### config.mk
export PLATFORM = sky130hd
export DESIGN_NAME = jk_seq_ctrl
export DESIGN_NICKNAME = d
export VERILOG_FILES = /design/src/rtl/jk_seq_ctrl.sv
export SDC_FILE = /design/constraint.sdc
export NUM_CORES = 1
export LEC_CHECK = 0
export BUFFER_PORTS_ARGS = -buffer_cell sky130_fd_sc_hd__buf_2
export CELL_PAD_IN_SITES_DETAIL_PLACEMENT = 1
export CELL_PAD_IN_SITES_GLOBAL_PLACEMENT = 1
export CORE_MARGIN = 2
export CORE_UTILIZATION = 45
export CTS_BUF_LIST = sky130_fd_sc_hd__clkbuf_4
export CTS_CLUSTER_SIZE = 16
export DETAILED_ROUTE_END_ITERATION = 8
export PLACE_DENSITY_LB_ADDON = 0.1
export SYNTH_ARGS = -nofsm -noshare
export SYNTH_HDL_FRONTEND = slang
export SYNTH_SLANG_ARGS = --single-unit
export TNS_END_PERCENT = 50
### constraint.sdc
create_clock -name C -period 4.76 [get_ports C]
set_input_delay 0.952 -clock C [delete_from_list [all_inputs] [get_ports C]]
set_output_delay 0.952 -clock C [all_outputs]
set_load 0.005 [all_outputs]
### src/rtl/jk_seq_ctrl.sv
// rtl/jk_seq_ctrl.sv - JK flip-flop bank sequencing controller
//
// Takes one command at a time over a valid/ready handshake. It then drives
// per-bit J/K for a programmed number of steps to load, clear, set, count
// modulo-MOD or shift an internal bank of WIDTH JK flip-flops.
//
// Ports:
//   C          clock, rising edge
//   CLR_       asynchronous active-low reset
//   cmd_valid  command present
//   cmd_ready  high only when idle; command accepted on valid&ready edge
//   cmd_op     000 NOP, 001 LOAD, 010 CLEAR, 011 SET,
//              100 UP, 101 DOWN, 110 SHL, 111 SHR
//   cmd_data   LOAD value / serial-in source for shifts
//   cmd_n      step count for NOP/UP/DOWN/SHL/SHR
//   Q, Q_      bank state and its complement
//   J_o, K_o   J/K drive applied at the current edge
//   busy       high in EXEC or DONE
//   done       one-cycle pulse in DONE
//   wrap       sticky per command: counter wrapped at least once
module jk_seq_ctrl #(
  parameter int WIDTH = 4,
  parameter int MOD   = 10,
  parameter int CNTW  = 8
) (
  input  logic             C,
  input  logic             CLR_,
  input  logic             cmd_valid,
  output logic             cmd_ready,
  input  logic [2:0]       cmd_op,
  input  logic [WIDTH-1:0] cmd_data,
  input  logic [CNTW-1:0]  cmd_n,
  output logic [WIDTH-1:0] Q,
  output logic [WIDTH-1:0] Q_,
  output logic [WIDTH-1:0] J_o,
  output logic [WIDTH-1:0] K_o,
  output logic             busy,
  output logic             done,
  output logic             wrap
);

  typedef enum logic [1:0] {
    ST_IDLE = 2'd0,
    ST_EXEC = 2'd1,
    ST_DONE = 2'd2
  } state_t;

  typedef enum logic [2:0] {
    OP_NOP   = 3'd0,
    OP_LOAD  = 3'd1,
    OP_CLEAR = 3'd2,
    OP_SET   = 3'd3,
    OP_UP    = 3'd4,
    OP_DOWN  = 3'd5,
    OP_SHL   = 3'd6,
    OP_SHR   = 3'd7
  } op_t;

  // One bit wider than Q so MOD = 2^WIDTH still fits.
  localparam logic [WIDTH:0] MOD_M1 = (WIDTH+1)'(MOD - 1);

  state_t             state_q, state_d;
  op_t                op_q, op_d;
  logic [WIDTH-1:0]   data_q, data_d;
  logic [CNTW-1:0]    rem_q, rem_d;
  logic               wrap_q, wrap_d;
  logic [WIDTH-1:0]   bank_q, bank_d;

  logic [WIDTH-1:0]   nxt;
  logic               wrap_step;
  logic [WIDTH-1:0]   j_drv, k_drv;

  // Target value of the bank after one step of the latched op.
  always_comb begin
    nxt       = bank_q;
    wrap_step = 1'b0;
    unique case (op_q)
      OP_NOP:   nxt = bank_q;
      OP_LOAD:  nxt = data_q;
      OP_CLEAR: nxt = '0;
      OP_SET:   nxt = '1;
      OP_UP: begin
        // >= rather than == so an out-of-range LOAD value wraps too.
        if ({1'b0, bank_q} >= MOD_M1) begin
          nxt       = '0;
          wrap_step = 1'b1;
        end else begin
          nxt = bank_q + WIDTH'(1);
        end
      end
      OP_DOWN: begin
        if (bank_q == '0) begin
          nxt       = MOD_M1[WIDTH-1:0];
          wrap_step = 1'b1;
        end else begin
          nxt = bank_q - WIDTH'(1);
        end
      end
      OP_SHL:   nxt = {bank_q[WIDTH-2:0], data_q[0]};
      OP_SHR:   nxt = {data_q[WIDTH-1], bank_q[WIDTH-1:1]};
      default:  nxt = bank_q;
    endcase
  end

  // Control FSM: next state, latched command fields and J/K drive.
  always_comb begin
    state_d = state_q;
    op_d    = op_q;
    data_d  = data_q;
    rem_d   = rem_q;
    wrap_d  = wrap_q;
    j_drv   = '0;
    k_drv   = '0;
    unique case (state_q)
      ST_IDLE: begin
        if (cmd_valid) begin
          op_d   = op_t'(cmd_op);
          data_d = cmd_data;
          wrap_d = 1'b0;
          if (cmd_op == OP_LOAD || cmd_op == OP_CLEAR || cmd_op == OP_SET) begin
            rem_d   = CNTW'(1);
            state_d = ST_EXEC;
          end else if (cmd_n == '0) begin
            rem_d   = '0;
            state_d = ST_DONE;
          end else begin
            rem_d   = cmd_n;
            state_d = ST_EXEC;
          end
        end
      end
      ST_EXEC: begin
        // Toggle exactly the bits that must change; J=K=0 holds the rest.
        j_drv  = bank_q ^ nxt;
        k_drv  = bank_q ^ nxt;
        rem_d  = rem_q - CNTW'(1);
        wrap_d = wrap_q | wrap_step;
        if (rem_q == CNTW'(1)) begin
          state_d = ST_DONE;
        end
      end
      ST_DONE: begin
        state_d = ST_IDLE;
      end
      default: begin
        state_d = ST_IDLE;
      end
    endcase
  end

  // JK flip-flop bank: driven only from J/K, never from nxt directly.
  always_comb begin
    bank_d = bank_q;
    for (int i = 0; i < WIDTH; i++) begin
      unique case ({j_drv[i], k_drv[i]})
        2'b11:   bank_d[i] = ~bank_q[i];
        2'b10:   bank_d[i] = 1'b1;
        2'b01:   bank_d[i] = 1'b0;
        default: bank_d[i] = bank_q[i];
      endcase
    end
  end

  always_ff @(posedge C or negedge CLR_) begin
    if (!CLR_) begin
      state_q <= ST_IDLE;
      op_q    <= OP_NOP;
      data_q  <= '0;
      rem_q   <= '0;
      wrap_q  <= 1'b0;
      bank_q  <= '0;
    end else begin
      state_q <= state_d;
      op_q    <= op_d;
      data_q  <= data_d;
      rem_q   <= rem_d;
      wrap_q  <= wrap_d;
      bank_q  <= bank_d;
    end
  end

  assign Q         = bank_q;
  assign Q_        = ~bank_q;
  assign J_o       = j_drv;
  assign K_o       = k_drv;
  assign cmd_ready = (state_q == ST_IDLE);
  assign busy      = (state_q == ST_EXEC) || (state_q == ST_DONE);
  assign done      = (state_q == ST_DONE);
  assign wrap      = wrap_q;

endmodule

==> results.txt <==
CP max stage delay -> 520 ps
Initial Util -> 46.6%
Top FF cell, synth -> dfrtp_1
CP bufs+invs -> 2
status -> finished clean
Placed Area -> 1860 um2
FILL cells -> 488
most frequent cells in the layout -> buf_2 (37), dfrtp_1 (22), nor2_1 (19)
Wirelength per Cell -> 16.2 um
fin area -> 1880 um2
IR drop worst, VDD -> 0.329 mV
Critical Path RT -> 3810 ps
worst-case clock buffer depth -> 2
Max Slew Vio Count -> 0
placed wire-length estimate -> 3450 um
sequential cell area fraction in the yosys report -> 32.3%
Post-Route WL -> 4400 um
syn_nets -> 226
final net count -> 253
number of flops mapped to enable cells by yosys -> 0
post_cts resized -> 0
DR iter-0 viols -> 59
dpl ws -> 1520 ps
setup bufs post-CTS -> 0
PwrDens -> 649 nW/um2
critical path arrival -> 2630 ps
register bit total from synthesis -> 22
die area -> 4300 um2
worst hold start -> data_q[1]$_DFFE_PN0P_
ratio of cells with drive above 1 in the final layout -> 25.4%
Core Rows -> 22
area fraction in compound gates after synthesis -> 22.7%
Register Area -> 551 um2
Hold Path Depth -> 1
vias per cell -> 5.81
routability cong. -> 0.834
final setup violation count -> 0
Slowest-stage cell, CP -> dfrtp_1
CTS tree -> built
CTS Root Cell -> clkbuf_4
fin crit share -> 75.2%
Routed Antenna Nets -> 0
post-layout util -> 51.3%
mux cell area share after synthesis -> 6.38%
post-synthesis cell count -> 199
initial antenna violation count -> 0
final worst slack -> 1180 ps
Die Span X -> 65.6 um
vias in the first global route -> 1,538
cell breakdown of the critical path -> inv_1, ha_1, or3b_4, a211oi_4, nor3_2, a221oi_1, buf_2
Overflow after GRT -> 0
R2R Path Start -> Q[0]$_DFFE_PN0P_
crit path time final -> 3580 ps
via count -> 1,581
endpoints failing hold -> 0
Worst Hold Class -> register to register
port buffer count -> 37
Multi-input gate area -> 1010 um2
Post-Synth Adder-Cell Area -> 6.60%
Avg Inst Size Synth -> 8.58 um2
Reg2Reg Depth -> 7
Warnings, synthesis -> 0
total CTS buffers -> 3
Tot GR Track Use -> 22.5%
CP endpoint kind -> primary output
CP Class -> register to primary output
LEAKAGE -> 0.846 nW
worst-margin pin slew -> 593 ps
Final Skew -> 9.40 ps
die height -> 65.6 um
Skew-Pair Late Insertion Delay -> 310 ps
MaxCap Viol Count -> 0
DR DRC count -> 0
RR Endpoint -> Q[0]$_DFFE_PN0P_
Ports -> 38
core area -> 3660 um2
clock sinks -> 22
CP Launch Type -> register
Setup TNS -> 0 ps
first-pass GRT wire length -> 7620 um
setup slack, reg-to-reg -> 2540 ps
DR pass1 iterations -> 4
share of flip-flops with an asynchronous set or reset -> 100%
largest net degree at the start of global routing -> 23
Synth Area in Simple Gates -> 21.8%
Inserted Diodes -> 0
Hold EP -> data_q[1]$_DFFE_PN0P_
area grow syn2layout -> 10.1%
Post-Synth XOR/XNOR Area -> 1.54%
commonest non-fill, non-tap cell in the layout -> buf_2
largest family of logic cells by synthesized area -> compound AO/OA/AOI/OAI gates
clock slew at reported path FFs -> 120 ps
crit path max fanout -> 11
CP top delay family -> compound AO/OA/AOI/OAI gates
max_slew headroom -> 60.2%
cts hold-fix bufs -> 0
RSZ-0062 raised after global routing -> false
H-Tree Depth -> 1
FMAX -> 279 MHz
synth unique cells -> 48
Netlist Area Pre-Place -> 1710 um2
-- power by group --
part	total, mW	internal (mW)	leakage [nW]	switching, mW
registers	0.405	0.273	0.269	0.132
clock network	0.0879	0.0296	0.0138	0.0584
logic	0.726	0.323	0.563	0.404
-- sequential cells by signal, indices dropped and copies added (netlist names) --
register / cells
Q: 4
data_q: 4
op_q: 3
rem_q: 8
state_q: 2
wrap: 1
-- kinds of logic (layout without fill, tap and decap cells) --
kind of cell	count (synthesis)	in the layout
muxes	10	10
DFF	22	22
adders and majority gates	9	9
and+or+nand+nor	71	71
xor gates and xnor gates	3	3
AOI/OAI and AO/OA	56	56
buffers and inverters	28	53
-- layer usage --
layer,share of wire [%],up-vias,global-route usage (%)
met5,0,-,0
met4,0.43,0,3.91
met3,3.0,4,2.05
met2,48,28,38.1
met1,48,785,31.7
li1,-,764,-
-- cell type report --
cell class / instances / area share, %
multi-input combinational: 149 / 53.7
sequential: 22 / 29.3
timing repair buffer: 38 / 10.3
tap: 48 / 3.20
inverter: 12 / 2.40
clock buffer: 3 / 1.20
-- stage by stage --
stage               total power, mW  instances  hold WS (ps)
detailed placement             1.14        269           498
floorplan                     0.956        199           462
global placement               1.09        269           485
global route                   1.34        272           549
finish                         1.22        272           520
CTS                            1.23        272           527
-- synth_stat cells, types with 3 or more instances --
| library cell | n | area, um2 |
|---|---|---|
| a21oi_1 | 10 | 50.1 |
| a31oi_1 | 3 | 18.8 |
| a32oi_1 | 3 | 26.3 |
| buf_4 | 6 | 45.0 |
| clkbuf_1 | 3 | 11.3 |
| dfrtp_1 | 22 | 551 |
| ha_1 | 9 | 113 |
| inv_1 | 12 | 45.0 |
| mux2_2 | 7 | 78.8 |
| mux2i_1 | 3 | 30.0 |
| nand2_1 | 17 | 63.8 |
| nand2b_1 | 7 | 43.8 |
| nand3_1 | 4 | 20.0 |
| nand3b_1 | 3 | 22.5 |
| nor2_1 | 19 | 71.3 |
| nor3_1 | 6 | 30.0 |
| nor4_1 | 3 | 18.8 |
| o21ai_0 | 14 | 70.1 |
| o21ai_1 | 5 | 25.0 |
| xnor2_1 | 3 | 26.3 |
-- how the worst max path moves through the flow --
| stage | startpoint | endpoint | slack [ps] | depth (start not counted) |
|---|---|---|---|---|
| after detailed placement | Q[0]$_DFFE_PN0P_ | J_o[3] | 1520 | 8 |
| after CTS | Q[0]$_DFFE_PN0P_ | J_o[3] | 1160 | 8 |
| final | Q[0]$_DFFE_PN0P_ | J_o[0] | 1180 | 7 |
| after floorplan | Q[0]$_DFFE_PN0P_ | K_o[0] | 1600 | 8 |
| after global placement | Q[0]$_DFFE_PN0P_ | J_o[3] | 1640 | 8 |
| after global routing | Q[1]$_DFFE_PN0P_ | J_o[0] | 950 | 7 |
No activity file was read; power rests on OpenSTA's default activity.
